### config.mk
export PLATFORM = sky130hd
export DESIGN_NAME = fetch_prefetch_queue
export DESIGN_NICKNAME = d
export VERILOG_FILES = /design/src/rtl/gba_core_pkg.sv /design/src/rtl/sync_fifo.sv /design/src/rtl/fetch_prefetch_queue.sv
export SDC_FILE = /design/constraint.sdc
export NUM_CORES = 1
export LEC_CHECK = 0
export CORE_MARGIN = 5
export CORE_UTILIZATION = 55
export CTS_CLUSTER_DIAMETER = 50
export DETAILED_ROUTE_END_ITERATION = 10
export GPL_ROUTABILITY_DRIVEN = 0
export GPL_TIMING_DRIVEN = 1
export HOLD_SLACK_MARGIN = 0.02
export PLACE_DENSITY = 0.8
export SYNTH_ARGS = -nofsm -noshare
export SYNTH_HDL_FRONTEND = slang
export SYNTH_SLANG_ARGS = --single-unit
export TNS_END_PERCENT = 5
### constraint.sdc
create_clock -name mclk -period 7.3 [get_ports mclk]
set_input_delay 0.73 -clock mclk [delete_from_list [all_inputs] [get_ports mclk]]
set_output_delay 0.73 -clock mclk [all_outputs]
set_load 0.01 [all_outputs]
### src/rtl/gba_core_pkg.sv
// Shared core constants and the fetch-queue entry payload.
package gba_core_pkg;

  localparam logic [4:0] MODE_USER   = 5'b10000;
  localparam logic [4:0] MODE_FIQ    = 5'b10001;
  localparam logic [4:0] MODE_IRQ    = 5'b10010;
  localparam logic [4:0] MODE_SVC    = 5'b10011;
  localparam logic [4:0] MODE_ABORT  = 5'b10111;
  localparam logic [4:0] MODE_UNDEF  = 5'b11011;
  localparam logic [4:0] MODE_SYSTEM = 5'b11111;

  localparam logic [1:0] MAS_BYTE = 2'b00;
  localparam logic [1:0] MAS_HALF = 2'b01;
  localparam logic [1:0] MAS_WORD = 2'b10;

  localparam logic [31:0] ARM_STEP   = 32'd4;
  localparam logic [31:0] THUMB_STEP = 32'd2;

  typedef enum logic {
    FQ_IDLE  = 1'b0,
    FQ_FETCH = 1'b1
  } fetch_state_e;

  typedef struct packed {
    logic        abort;
    logic        thumb;
    logic [31:0] pc;
    logic [31:0] instr;
  } fetch_entry_t;

  localparam int unsigned FETCH_ENTRY_W = $bits(fetch_entry_t);

  // Little-endian halfword pick from a 32-bit bus, zero-extended.
  function automatic logic [31:0] thumb_select(input logic [31:0] d, input logic a1);
    return a1 ? {16'h0000, d[31:16]} : {16'h0000, d[15:0]};
  endfunction

endpackage

### src/rtl/sync_fifo.sv
// Synchronous FIFO with clear; a pop frees its slot for a push in the same cycle.
module sync_fifo #(
  parameter int unsigned WIDTH = 66,
  parameter int unsigned DEPTH = 4
) (
  input  logic                     clk,
  input  logic                     reset,
  input  logic                     push,
  input  logic                     pop,
  input  logic                     clear,
  input  logic [WIDTH-1:0]         wr_data,
  output logic [WIDTH-1:0]         rd_data,
  output logic                     full,
  output logic                     empty,
  output logic [$clog2(DEPTH):0]   count
);

  localparam int unsigned PTR_W = $clog2(DEPTH);
  localparam int unsigned CNT_W = PTR_W + 1;

  logic [WIDTH-1:0] mem_q [DEPTH];
  logic [WIDTH-1:0] mem_d [DEPTH];
  logic [PTR_W-1:0] wr_ptr_q, wr_ptr_d;
  logic [PTR_W-1:0] rd_ptr_q, rd_ptr_d;
  logic [CNT_W-1:0] count_q, count_d;
  logic             do_push, do_pop;

  assign full    = (count_q == CNT_W'(DEPTH));
  assign empty   = (count_q == '0);
  assign count   = count_q;
  assign rd_data = mem_q[rd_ptr_q];

  always_comb begin
    mem_d    = mem_q;
    wr_ptr_d = wr_ptr_q;
    rd_ptr_d = rd_ptr_q;
    count_d  = count_q;
    do_pop   = pop && !empty;
    do_push  = push && (!full || do_pop);
    if (clear) begin
      wr_ptr_d = '0;
      rd_ptr_d = '0;
      count_d  = '0;
    end else begin
      if (do_push) begin
        mem_d[wr_ptr_q] = wr_data;
        wr_ptr_d        = wr_ptr_q + PTR_W'(1);
      end
      if (do_pop) begin
        rd_ptr_d = rd_ptr_q + PTR_W'(1);
      end
      count_d = count_q + CNT_W'(do_push) - CNT_W'(do_pop);
    end
  end

  always_ff @(posedge clk) begin
    if (reset) begin
      mem_q    <= '{default: '0};
      wr_ptr_q <= '0;
      rd_ptr_q <= '0;
      count_q  <= '0;
    end else begin
      mem_q    <= mem_d;
      wr_ptr_q <= wr_ptr_d;
      rd_ptr_q <= rd_ptr_d;
      count_q  <= count_d;
    end
  end

endmodule

### src/rtl/fetch_prefetch_queue.sv
// Instruction-fetch front end: drives opcode reads, buffers tagged fetches,
// and presents the queue head to decode through a valid/ready handshake.
module fetch_prefetch_queue
  import gba_core_pkg::*;
#(
  parameter int unsigned DEPTH        = 4,
  parameter logic [31:0] RESET_VECTOR = 32'h0000_0000
) (
  input  logic        mclk,
  input  logic        reset,
  input  logic        flush,
  input  logic [31:0] flush_target,
  input  logic        flush_thumb,
  input  logic        nWAIT,
  input  logic [31:0] D,
  input  logic        abort,
  output logic [31:0] A,
  output logic        nMREQ,
  output logic        seq,
  output logic [1:0]  mas,
  output logic        nOPC,
  output logic        nRW,
  output logic        tbit,
  output logic [31:0] instr,
  output logic [31:0] instr_pc,
  output logic        instr_thumb,
  output logic        instr_abort,
  output logic        instr_valid,
  input  logic        instr_ready
);

  localparam int unsigned CNT_W = $clog2(DEPTH) + 1;

  fetch_state_e state_q, state_d;
  logic [31:0]  addr_q, addr_d;
  logic         seq_q, seq_d;
  logic         tbit_q, tbit_d;

  logic             fifo_push, fifo_pop, fifo_clear;
  logic             fifo_full, fifo_empty;
  logic [CNT_W-1:0] fifo_count;
  fetch_entry_t     wr_entry, head;
  logic [31:0]      step;
  logic             full_after;

  sync_fifo #(
    .WIDTH (FETCH_ENTRY_W),
    .DEPTH (DEPTH)
  ) u_fifo (
    .clk     (mclk),
    .reset   (reset),
    .push    (fifo_push),
    .pop     (fifo_pop),
    .clear   (fifo_clear),
    .wr_data (wr_entry),
    .rd_data (head),
    .full    (fifo_full),
    .empty   (fifo_empty),
    .count   (fifo_count)
  );

  // Entry captured from the bus on a completing transfer.
  always_comb begin
    wr_entry.abort = abort;
    wr_entry.thumb = tbit_q;
    wr_entry.pc    = addr_q;
    wr_entry.instr = tbit_q ? thumb_select(D, addr_q[1]) : D;
  end

  assign fifo_pop = instr_valid && instr_ready;
  assign step     = tbit_q ? THUMB_STEP : ARM_STEP;
  // Queue would have no room for another fetch once this one lands.
  assign full_after = fifo_pop ? fifo_full : (fifo_count >= CNT_W'(DEPTH - 1));

  always_comb begin
    state_d    = state_q;
    addr_d     = addr_q;
    seq_d      = seq_q;
    tbit_d     = tbit_q;
    fifo_push  = 1'b0;
    fifo_clear = 1'b0;
    if (flush) begin
      fifo_clear = 1'b1;
      state_d    = FQ_FETCH;
      addr_d     = flush_target & (flush_thumb ? ~32'h1 : ~32'h3);
      seq_d      = 1'b0;
      tbit_d     = flush_thumb;
    end else begin
      case (state_q)
        FQ_IDLE: begin
          if (!fifo_full || fifo_pop) begin
            state_d = FQ_FETCH;
            seq_d   = 1'b0;
          end
        end
        FQ_FETCH: begin
          if (nWAIT) begin
            fifo_push = 1'b1;
            addr_d    = addr_q + step;
            seq_d     = 1'b1;
            if (full_after) begin
              state_d = FQ_IDLE;
              seq_d   = 1'b0;
            end
          end
        end
        default: state_d = FQ_IDLE;
      endcase
    end
  end

  always_ff @(posedge mclk) begin
    if (reset) begin
      state_q <= FQ_IDLE;
      addr_q  <= RESET_VECTOR;
      seq_q   <= 1'b0;
      tbit_q  <= 1'b0;
    end else begin
      state_q <= state_d;
      addr_q  <= addr_d;
      seq_q   <= seq_d;
      tbit_q  <= tbit_d;
    end
  end

  assign A           = addr_q;
  assign nMREQ       = (state_q != FQ_FETCH);
  assign nOPC        = (state_q != FQ_FETCH);
  assign nRW         = 1'b0;
  assign seq         = seq_q;
  assign mas         = tbit_q ? MAS_HALF : MAS_WORD;
  assign tbit        = tbit_q;
  assign instr       = head.instr;
  assign instr_pc    = head.pc;
  assign instr_thumb = head.thumb;
  assign instr_abort = head.abort;
  assign instr_valid = !fifo_empty;

endmodule

After elaboration in Yosys (flattened, before gate mapping)
Index checks and enable logic that the tools add are counted.

storage, ports and cells
  register bits = 306
  bits in latches = 0
  bits in writable memories = 0
  ROM bits = 0
  input bits = 71
  output and inout port bits = 106
  word-level logic and storage cells = 71
  memories = 0

cells by class
  add/sub/neg operators = 5
  $mul = 0
  divide/modulo/power cells = 0
  magnitude comparators = 4
  equality and inequality tests = 3
  shift-type cells = 0
  multiplexer cells = 27
  bitwise operators = 5
  reductions and logical operators = 16

operators with widths
  operator                                                                       number
  264-bit bitwise mux                                                            1
  66-bit two-way mux                                                             3
  66-bit binary-select mux with 2-bit select                                     1
  66-bit demux with 2-bit select                                                 1
  32-bit two-way mux                                                             4
  32-bit by 3-bit adder with 32-bit output                                       1
  32-bit bitwise AND                                                             1
  16-bit two-way mux                                                             1
  1-bit two-way mux                                                              11
  3-bit >= comparator (second input constant)                                    2
  2-bit inverter with 3-bit output                                               2
  2-bit AND reduction                                                            3
  2-bit by 1-bit adder with 2-bit output (second input constant)                 2
  1-bit logical AND                                                              4
  2-bit two-way mux                                                              2
  1-bit case mux with 2 select lines                                             2
  2-bit nonzero test                                                             2
  2-bit OR reduction                                                             2
  3-bit by 1-bit adder with 3-bit output                                         1
  3-bit == test (second input constant)                                          1
  3-bit by 2-bit >= comparator with 1-bit output (second input constant)         1
  3-bit logical NOT                                                              1
  3-bit by 1-bit less-than comparator with 1-bit output (second input constant)  1
  3-bit two-way mux                                                              1
  other kinds (6)                                                                9

Logic depth before layout (Yosys ltp)
Gate-level depths: netlist (run 1).

  word-level depth = 8
  gate-level depth with buffers = 9
  mapped depth without buffers = 8

Modules after synthesis
A second synthesis (run 1) with hierarchy kept.

second synthesis, totals
  cells, all modules = 1385
  area, all modules = 15084.5 µm²

by module, submodules not included
  module                times used  cells an instance  area each (µm²)  seq. area each (µm²)
  sync_fifo             1           1056               12469.5          5425.2
  fetch_prefetch_queue  1           329                2615.0           680.7

Worst setup path before layout (run 1)
No wires, ideal clock.

  path type = reg-to-reg
  from = register tbit_q, in the netlist tbit
  to = register addr_q[30], in the netlist A[30]
  arrival = 2.458 ns
  required time = 7.185 ns
  path slack = 4.727 ns
  cell stages (with the launch flop) = 10
  clock period less this slack = 2.573 ns
  cells stage by stage = dfxtp_1 clkbuf_1 inv_1 ha_1 a21oi_1 or4_4 buf_6 nor4_4 xor2_1 o21a_1

between the ends
  word-level cells in the longest chain between the ends = 5

ends and longest elaborated chain
  item                                      RTL line                     source
  start: declaration                        fetch_prefetch_queue.sv:37   logic tbit_q, tbit_d;
  start signal: assignment                  fetch_prefetch_queue.sv:122  tbit_q <= tbit_d;
  3-bit two-way mux                         fetch_prefetch_queue.sv:71   assign step = tbit_q ? THUMB_STEP : ARM_STEP;
  32-bit by 3-bit adder with 32-bit output  fetch_prefetch_queue.sv:99   addr_d = addr_q + step;
  32-bit two-way mux                        fetch_prefetch_queue.sv:97   if (nWAIT) begin
  32-bit two-way mux                        fetch_prefetch_queue.sv:89   case (state_q)
  32-bit two-way mux                        fetch_prefetch_queue.sv:82   if (flush) begin
  end signal: assignment                    fetch_prefetch_queue.sv:120  addr_q <= addr_d;
  end: declaration                          fetch_prefetch_queue.sv:35   logic [31:0] addr_q, addr_d;

Every way passes these cells. The select of a mux whose other input is x is not followed.
A chain may end at the register's enable or synchronous reset.

Final worst setup path (run 1)
  from = register u_fifo.rd_ptr_q[0]
  to = output instr_pc[2]

between the ends
  word-level cells in the longest chain between the ends = 4

ends and longest elaborated chain
  item                                                    RTL line                    source
  start: declaration                                      sync_fifo.sv:24             logic [PTR_W-1:0] rd_ptr_q, rd_ptr_d;
  start signal: assignment                                sync_fifo.sv:65             rd_ptr_q <= rd_ptr_d;
  2-bit inverter with 3-bit output (not written as such)  sync_fifo.sv:31             assign rd_data = mem_q[rd_ptr_q];
  66-bit binary-select mux with 2-bit select              sync_fifo.sv:31
  66-bit two-way mux (not written as such) (2 in series)  sync_fifo.sv:31
  end: declaration                                        fetch_prefetch_queue.sv:25  output logic [31:0] instr_pc,

Every way passes these cells. The select of a mux whose other input is x is not followed.

==> impl_results.md, run 1 <==
* Sequential fraction of the synthesis area at 44.9%
* Via density at 5.73
* Largest net degree at the start of global routing at 132
* Clk slew on worst S/H paths at 0.06 ns
* Detailed Route WL at 36.0 mm
* Gr usage total at 25.3%
* Most common cell in the netlist: nand2_1
* Unrepaired setup endpoints after global routing: no
* Initial DRC Count at 1125
* PnR worst setup slack at 3.37 ns
* First-pass GRT wire length at 58.1 mm
* Clk_skew at 0.0129 ns
* Most used DFF post-synth: dfxtp_1
* NumNets Final at 1671
* Syn-to-layout area delta at 18.9%
* Mapped Area at 0.0134 sq mm
* Hold WC Path Type: flop to flop
* Average wire per standard cell at 18.5 um
* Pins Over Slew Limit at 0
* Setup violations, final at 0
* CTS Hold Bufs at 0
* Clk sink count at 301
* Clk root buf: clkbuf_16
* Post-synth ARST share at 0%
* Worst-case reg-to-reg path depth at 7
* Placed Instances at 1877
* P per Cell Area at 235 mW/mm^2
* Status: finished, final reports clean
* Max Cap Viol at 0
* Top post-synthesis cells by count: 417 x nand2_1, 301 x dfxtp_1, 220 x a21oi_1
* Worst vdd ir at 181 uV
* Inserted Clock Buffers at 34
* Worst slew margin at 34.5%
* Setup TNS at 0 ns
* I/O Pins at 177
* HPWL after DPL at 21.9 mm
* Final period util at 53.9%
* Die extent in x at 166 um
* Worst hold path stage count at 2
* Measured slew at the worst slew-check pin at 0.983 ns
* Ys Warns at 0
* Global route overflow at 0
* Die Footprint at 0.0276 sq mm
* TritonCTS clock tree: built
* Number of nets still failing antenna checks after routing at 0
* Final Hold Fails at 0
* CP required at 6.57 ns
* Yosys reg bits at 301
* Core area at 0.0242 sq mm
* Largest area contributor in the netlist: dfxtp_1
* Starting Density at 55.5%
* Post-CTS sizing at 0
* Drt pass-1 iters at 5
* Synth top area cells: dfxtp_1 45%, nand2_1 12%, mux4_2 11%, a21oi_1 8.2%, a211oi_1 3.6%
* EDFF count, synth at 0
* H-tree depth at 2
* Rows at 57
* DP Worst Slack at 3.57 ns
* Vias in the first global route at 10935
* Flop-to-flop setup slack at 4.42 ns
* Deepest clock path buffer count at 3
* Fraction of layout instances using a drive strength above 1 at 9.54%
* Max Clk Rate at 254 MHz
* Setup crit end kind: primary output
* Startpoint Class: flop
* Post-Syn Instances at 1540
* CP max FO at 38
* Leak at 5.38 nW
* Post-synthesis cell type count at 45
* Post-CTS setup buffers at 0
* Crit path time final at 3.93 ns
* DRC viols at 0
* Vias at 11116
* Initial antenna violation count at 1
* Critical path class: flop to primary output
* Die Y at 166 um
* Port buffer count at 172
* Worst Path Arrival at 3.20 ns
* Worst skew pair latency at 0.51 ns
* Fillers at 1900
* Mean Syn Cell Area at 8.71 sq um
* Top cell type's share of synthesized area at 44.9%
* Layout Cells excl Fill at 1940
-- sequential cells by signal, indices dropped and copies added (netlist names) --
signal,flops
seq,1
A,31
u_fifo.count,3
u_fifo.wr_ptr_q,2
state_q,1
u_fifo.mem_q,260
tbit,1
u_fifo.rd_ptr_q,2
-- metal layers --
| layer | global-route usage (%) | vias up | wire length (um) |
|---|---|---|---|
| met5 | 0 | - | 0 |
| met3 | 5.12 | 57 | 2910 |
| met1 | 33.5 | 5347 | 15000 |
| met2 | 42.1 | 447 | 17300 |
| li1 | - | 5265 | - |
| met4 | 8.00 | 0 | 813 |
-- cells in the final DEF, fill, tap and decap left out, drive strengths merged, types with 3 or more instances in the layout --
cell,instances
a211oi,65
a21oi,220
and2,8
and4,5
buf,16
clkbuf,57
clkdlybuf4s50,170
clkinv,3
conb,3
dfxtp,301
ha,9
inv,30
mux2i,19
mux4,65
nand2,418
nand3,9
nand4,5
nor2,85
nor2b,23
nor3,14
nor4,9
nor4b,3
o21a,16
o21ai,9
xnor2,12
xor2,19
-- cells by family (layout without fill, tap and decap cells) --
group                    Yosys count  after routing  share of synthesized area, %
buffers and inverters            206            279                          7.75
AND/OR/NAND/NOR                  589            589                          18.3
adder cells (fa/ha/maj)           11             11                          1.14
AO/OA/AOI/OAI                    317            317                          13.5
other                              1              4                        0.0279
flip-flops                       301            301                          44.9
XOR/XNOR                          31             31                          2.02
multiplexers                      84             84                          12.3
-- worst max-delay path, cell delays in order (launching register included) --
cell and delay (ns):
dfxtp_4 0.76, buf_4 0.77, mux4_2 0.65, clkdlybuf4s50_1 0.50
-- area by class of cell --
| class | instances | area (sq um) | area share, % |
|---|---|---|---|
| clock buffers | 56 | 1110 | 6.95 |
| clock inverters | 6 | 82.6 | 0.518 |
| well taps | 324 | 405 | 2.54 |
| diodes | 1 | 2.50 | 0.0157 |
| inverters | 30 | 113 | 0.706 |
| multi-input cells | 1035 | 6380 | 40.0 |
| flip-flops and latches | 301 | 6030 | 37.8 |
| repair buffers | 187 | 1830 | 11.5 |
-- through the flow --
stage                     total power (W)  area [sq um]  hold slack [ns]  utilization (%)
final                             0.00374         16000            0.450             66.0
after detailed placement          0.00200         14800            0.443             61.0
after CTS                         0.00376         16000            0.451             66.0
after global placement            0.00200         14800            0.439             61.0
after floorplan                   0.00189         13400            0.433                -
after global routing              0.00386         16000            0.466             66.0
-- worst paths after layout --
check	start	end
setup reg to reg	state_q	u_fifo.mem_q[138]
hold / removal	u_fifo.mem_q[65]	u_fifo.mem_q[65]
setup / recovery	u_fifo.rd_ptr_q[0]	instr_pc[2]
hold reg to reg	u_fifo.mem_q[65]	u_fifo.mem_q[65]
-- power breakdown --
group | total (W) | leakage [nW] | internal (W) | switching (W)
Combinational | 0.000264 | 2.36 | 0.000127 | 0.000137
Clock | 0.00177 | 0.584 | 0.00111 | 0.000662
Sequential | 0.00171 | 2.44 | 0.00167 | 0.0000392
Note: power is estimated with default switching activity, not from simulation.
==> run 2: changes to the inputs <==
--- a/config.mk
+++ b/config.mk
@@ -6,13 +6,13 @@
 export NUM_CORES = 1
 export LEC_CHECK = 0
 export CORE_MARGIN = 5
-export CORE_UTILIZATION = 55
+export CORE_UTILIZATION = 50
 export CTS_CLUSTER_DIAMETER = 50
 export DETAILED_ROUTE_END_ITERATION = 10
 export GPL_ROUTABILITY_DRIVEN = 0
 export GPL_TIMING_DRIVEN = 1
 export HOLD_SLACK_MARGIN = 0.02
-export PLACE_DENSITY = 0.8
+export PLACE_DENSITY = 0.76
 export SYNTH_ARGS = -nofsm -noshare
 export SYNTH_HDL_FRONTEND = slang
 export SYNTH_SLANG_ARGS = --single-unit
==> constraint.sdc (replaced) <==
create_clock -name mclk -period 3.27 [get_ports mclk]
set_input_delay 0.327 -clock mclk [delete_from_list [all_inputs] [get_ports mclk]]
set_output_delay 0.327 -clock mclk [all_outputs]
set_load 0.01 [all_outputs]
==> impl_results.md, run 2 (synthesis results as in run 1) <==
* Area of the multi-input gates at 0.00638 sq mm
* P per Cell Area at 534 mW/mm^2
* H-tree depth at 2
* Placed Area at 0.0151 sq mm
* Starting Density at 50.2%
* Fraction of layout instances using a drive strength above 1 at 10.7%
* Ant diodes at 0
* NumNets Final at 1689
* Fillers at 2193
* Flop-to-flop setup slack at 0.58 ns
* Crit path capture: instr[20]
* Clk root buf: clkbuf_16
* Leak at 5.57 nW
* Hold Slack at 0.406 ns
* Inserted Clock Buffers at 37
* Critical path launch point: u_fifo.rd_ptr_q[0]
* Status: finished, final reports clean
* Die Y at 174 um
* Syn-to-layout area delta at 22.0%
* Commonest non-fill, non-tap cells in the layout: 413 x nand2_1, 299 x dfxtp_1, 220 x a21oi_1
* I/O Pins at 177
* Measured slew at the worst slew-check pin at 1.01 ns
* Pins Over Slew Limit at 0
* Max Clk Rate at 349 MHz
* Total power at 0.00874 W
* Worst skew pair latency at 0.51 ns
* Startpoint Class: flop
* Die extent in x at 174 um
* Clk slew on worst S/H paths at 0.06 ns
* Core area at 0.0267 sq mm
* Final Hold Fails at 0
* Drt pass-1 iters at 5
* CP required at 2.94 ns
* Initial DRC Count at 921
* TritonCTS clock tree: built
* CP max FO at 32
* Global route overflow at 0
* Worst hold path stage count at 5
* Rows at 60
* Gr usage total at 23.3%
* Seq. cell area at 0.00603 sq mm
* Critical path class: flop to primary output
* Port buffer count at 172
* Post-CTS sizing at 0
* Deepest clock path buffer count at 3
* Worst-case reg-to-reg path depth at 8
* Crit path time final at 2.87 ns
* Detailed Route WL at 36.5 mm
* Vias at 11162
* First-pass GRT wire length at 58.2 mm
* Die Footprint at 0.0302 sq mm
* Flip-flop count of the largest register after layout at 260
* Final period util at 87.7%
* Largest Register: u_fifo.mem_q
* Worst flop-to-flop path startpoint: tbit
* Max Cap Viol at 0
* Commonest non-fill, non-tap cell in the layout: nand2_1
* Worst vdd ir at 441 uV
* Setup violations, final at 0
* Hold WC Path Type: input port to flop
* PnR worst setup slack at 0.402 ns
* Clk sink count at 301
* Average wire per standard cell at 18.5 um
* Initial antenna violation count at 0
* DRC viols at 0
* HPWL after DPL at 23.0 mm
* RR Endpoint: A[25]
* Unrepaired setup endpoints after global routing: no
* CTS Hold Bufs at 0
* Vias in the first global route at 10982
* Via density at 5.65
* Worst slew margin at 33.0%
* Number of nets still failing antenna checks after routing at 0
* DP Worst Slack at 0.597 ns
* Worst Path Arrival at 2.54 ns
* Fin area at 0.0164 sq mm
* Largest net degree at the start of global routing at 142
* Post-CTS setup buffers at 0
* Setup crit end kind: primary output
* Setup TNS at 0 ns
* Clk_skew at 0.0180 ns
-- run 2: cell types whose count changed in the layout (fill, tap and decap cells not counted), sizes merged --
cell	change
clkinvlp	+1
diode	-1
clkbuf	-6
clkinv	+2
buf	+15
bufinv	+4
inv	+4
-- run 2: cell type report --
cell class / count / share of cell area (%)
Multi-Input combinational cell: 1035 / 38.9
Sequential cell: 301 / 36.8
Timing Repair Buffer: 202 / 12.9
Clock buffer: 50 / 6.39
Tap cell: 341 / 2.61
Clock inverter: 17 / 1.60
Inverter: 30 / 0.688
-- run 2: layer usage --
layer  routed length, um  track usage [%]
met1               14900             30.1
met2               18100             40.0
met3                2800             4.71
met4                 648             6.40
met5                   0                0
-- run 2: per-stage QoR --
step                      std cells  util, %
after global routing           1976     61.3
after CTS                      1976     61.3
after global placement         1909     56.4
after floorplan                1542        -
after detailed placement       1909     56.4
final                          1976     61.3
-- run 2: worst min-delay path by stage --
stage	start	end	slack, ns
2_1_floorplan	u_fifo.mem_q[100]	u_fifo.mem_q[100]	0.43
3_3_place_gp	u_fifo.mem_q[47]	u_fifo.mem_q[47]	0.44
3_5_place_dp	u_fifo.mem_q[120]	u_fifo.mem_q[120]	0.45
4_1_cts	flush	u_fifo.wr_ptr_q[1]	0.38
5_1_grt	flush	u_fifo.wr_ptr_q[1]	0.41
6_report	flush	u_fifo.wr_ptr_q[1]	0.41
-- run 2: power by group --
part | switching [W] | internal (W) | total, W | leakage (nW)
combinational | 0.000317 | 0.000295 | 0.000612 | 2.49
clock | 0.00158 | 0.00274 | 0.00432 | 0.636
sequential | 0.0000799 | 0.00372 | 0.00380 | 2.44
-- run 2: worst max-delay path, stage by stage (launching register included) --
cell and delay, ns:
dfxtp_4 0.57, buf_12 0.32, mux4_2 0.59, clkdlybuf4s50_1 0.51
==> run 3: changes to the inputs <==
--- a/config.mk
+++ b/config.mk
@@ -6,13 +6,13 @@
 export NUM_CORES = 1
 export LEC_CHECK = 0
 export CORE_MARGIN = 5
-export CORE_UTILIZATION = 50
+export CORE_UTILIZATION = 47
 export CTS_CLUSTER_DIAMETER = 50
 export DETAILED_ROUTE_END_ITERATION = 10
 export GPL_ROUTABILITY_DRIVEN = 0
 export GPL_TIMING_DRIVEN = 1
 export HOLD_SLACK_MARGIN = 0.02
-export PLACE_DENSITY = 0.76
+export PLACE_DENSITY = 0.72
 export SYNTH_ARGS = -nofsm -noshare
 export SYNTH_HDL_FRONTEND = slang
 export SYNTH_SLANG_ARGS = --single-unit
==> impl_results.md, run 3 (synthesis results as in run 1) <==
* Clk pwr share at 47.2%
* Largest stage delay on the critical path at 0.68 ns
* Inserted Clock Buffers at 36
* Total power at 0.00837 W
* Largest net degree at the start of global routing at 132
* Average wire per standard cell at 18.2 um
* Setup violations, final at 0
* Crit path time final at 2.92 ns
* Via density at 5.47
* Die Footprint at 0.0320 sq mm
* DRC viols at 0
* Starting Density at 47.9%
* Flip-flop count of the largest register after layout at 260
* Setup TNS at 0 ns
* Vias in the first global route at 10932
* Worst vdd ir at 377 uV
* Commonest non-fill, non-tap cells in the layout: 413 x nand2_1, 299 x dfxtp_1, 220 x a21oi_1
* Fillers at 2449
* Setup crit end kind: primary output
* Slowest stage cell, crit path: dfxtp_4
* Pins Over Slew Limit at 0
* Buf+Inv Stages, Crit Path at 2
* Hold WC Path Type: input port to flop
* Final Hold Fails at 0
* Seq pwr share at 45.5%
* NumNets Final at 1686
* Cell family with most CP delay: buffers and inverters
* Rows at 61
* Gate power share at 7.3%
* Commonest non-fill, non-tap cell in the layout: nand2_1
* Global route overflow at 0
* Int Power at 0.00645 W
* I/O Pins at 177
* Initial antenna violation count at 0
* Die Y at 179 um
* NetSw at 0.00192 W
* Clk root buf: clkbuf_16
* Worst Path Arrival at 2.59 ns
* Final period util at 89.2%
* Initial DRC Count at 703
* Largest Register: u_fifo.mem_q
* Worst skew pair latency at 0.51 ns
* Critical path class: flop to primary output
* First-pass GRT wire length at 57.9 mm
* Post-CTS sizing at 0
* CTS Hold Bufs at 0
* HPWL after DPL at 22.5 mm
* Die extent in x at 179 um
* H-tree depth at 2
* Max Clk Rate at 343 MHz
* Measured slew at the worst slew-check pin at 0.904 ns
* Unrepaired setup endpoints after global routing: no
* Status: finished, final reports clean
* Clk slew on worst S/H paths at 0.06 ns
* Max Cap Viol at 0
* TritonCTS clock tree: built
* Seq. cell area at 0.00603 sq mm
* Worst slew margin at 39.7%
* CP required at 2.94 ns
* Clk_skew at 0.0139 ns
* Ant diodes at 0
* Post-CTS setup buffers at 0
* Port buffer count at 172
* Vias at 10975
* Number of nets still failing antenna checks after routing at 0
* CP max FO at 23
* Leak at 5.51 nW
* Startpoint Class: flop
* Area of the multi-input gates at 0.00638 sq mm
* Gr usage total at 22.5%
* Switching Fraction at 23.0%
* Fraction of layout instances using a drive strength above 1 at 10.6%
* Worst path cell trace: buf_12 -> mux4_2 -> clkdlybuf4s50_1
* Core area at 0.0280 sq mm
* Clk sink count at 301
* Detailed Route WL at 36.6 mm
* P per Cell Area at 515 mW/mm^2
* Drt pass-1 iters at 5
* Syn-to-layout area delta at 21.1%
* Deepest clock path buffer count at 3
run 3: cell count changes in the layout (fill, tap and decap cells not counted):
cell / before / now
clkbuf_16: 39 / 37
clkinv_4: 1 / 6
bufinv_16: 6 / 3
clkinv_2: 4 / 8
inv_8: 1 / 0
buf_4: 16 / 17
buf_12: 14 / 11
clkbuf_8: 4 / 6
inv_6: 3 / 0
clkbuf_1: 8 / 4
clkinvlp_4: 2 / 0
run 3: per-stage QoR:
| stage | util, % | instances | cell area, sq um | hold slack, ns | setup WS [ns] |
|---|---|---|---|---|---|
| floorplan | - | 1542 | 13400 | 0.433 | 0.697 |
| global placement | 53.8 | 1944 | 15100 | 0.439 | 0.591 |
| detailed placement | 53.8 | 1944 | 15100 | 0.443 | 0.595 |
| CTS | 58.0 | 2007 | 16300 | 0.392 | 0.298 |
| global route | 58.0 | 2007 | 16300 | 0.456 | 0.189 |
| finish | 58.0 | 2007 | 16300 | 0.424 | 0.352 |
run 3: path summary, 6_finish.rpt:
path,depth (start not counted),to,slack (ns),startpoint
worst min register to register,2,u_fifo.mem_q[102],0.45,u_fifo.mem_q[102]
worst max register to register,9,A[31],0.55,A[1]
worst max-delay path,3,instr_pc[18],0.35,u_fifo.rd_ptr_q[0]
worst min-delay path,5,u_fifo.wr_ptr_q[1],0.42,flush
run 3: layout make-up:
cell class	count	area share (%)
multi-input cells	1035	39.2
clock inverters	17	1.12
flip-flops and latches	301	37.1
repair buffers	200	12.7
clock buffers	46	6.21
well taps	378	2.91
inverters	30	0.693
run 3: per-layer routing:
layer,share of wire (%),global-route usage (%),vias to the layer above
li1,-,-,5291
met1,42,29.3,5294
met2,49,38.7,341
met3,6.8,4.58,49
met4,1.7,5.15,0
met5,0,0,-
run 3: worst reg2reg max path: stages (launching register included):
cell and delay (ns):
dfxtp_1 0.31, buf_4 0.14, ha_1 0.18, inv_1 0.06
fa_1 0.48, and3b_2 0.37, nand3_1 0.33, nor4_1 0.50
xnor2_1 0.16, o21ai_0 0.08
run 3: power groups by stage:
| stage | logic [W] | clock network, W | registers, W |
|---|---|---|---|
| 4_1_cts | 0.000611 | 0.00402 | 0.00380 |
| 2_1_floorplan | 0.000393 | 0 | 0.00384 |
| 3_5_place_dp | 0.000607 | 0 | 0.00388 |
| 3_3_place_gp | 0.000601 | 0 | 0.00388 |
| 5_1_grt | 0.000656 | 0.00419 | 0.00381 |
| 6_report | 0.000609 | 0.00395 | 0.00381 |
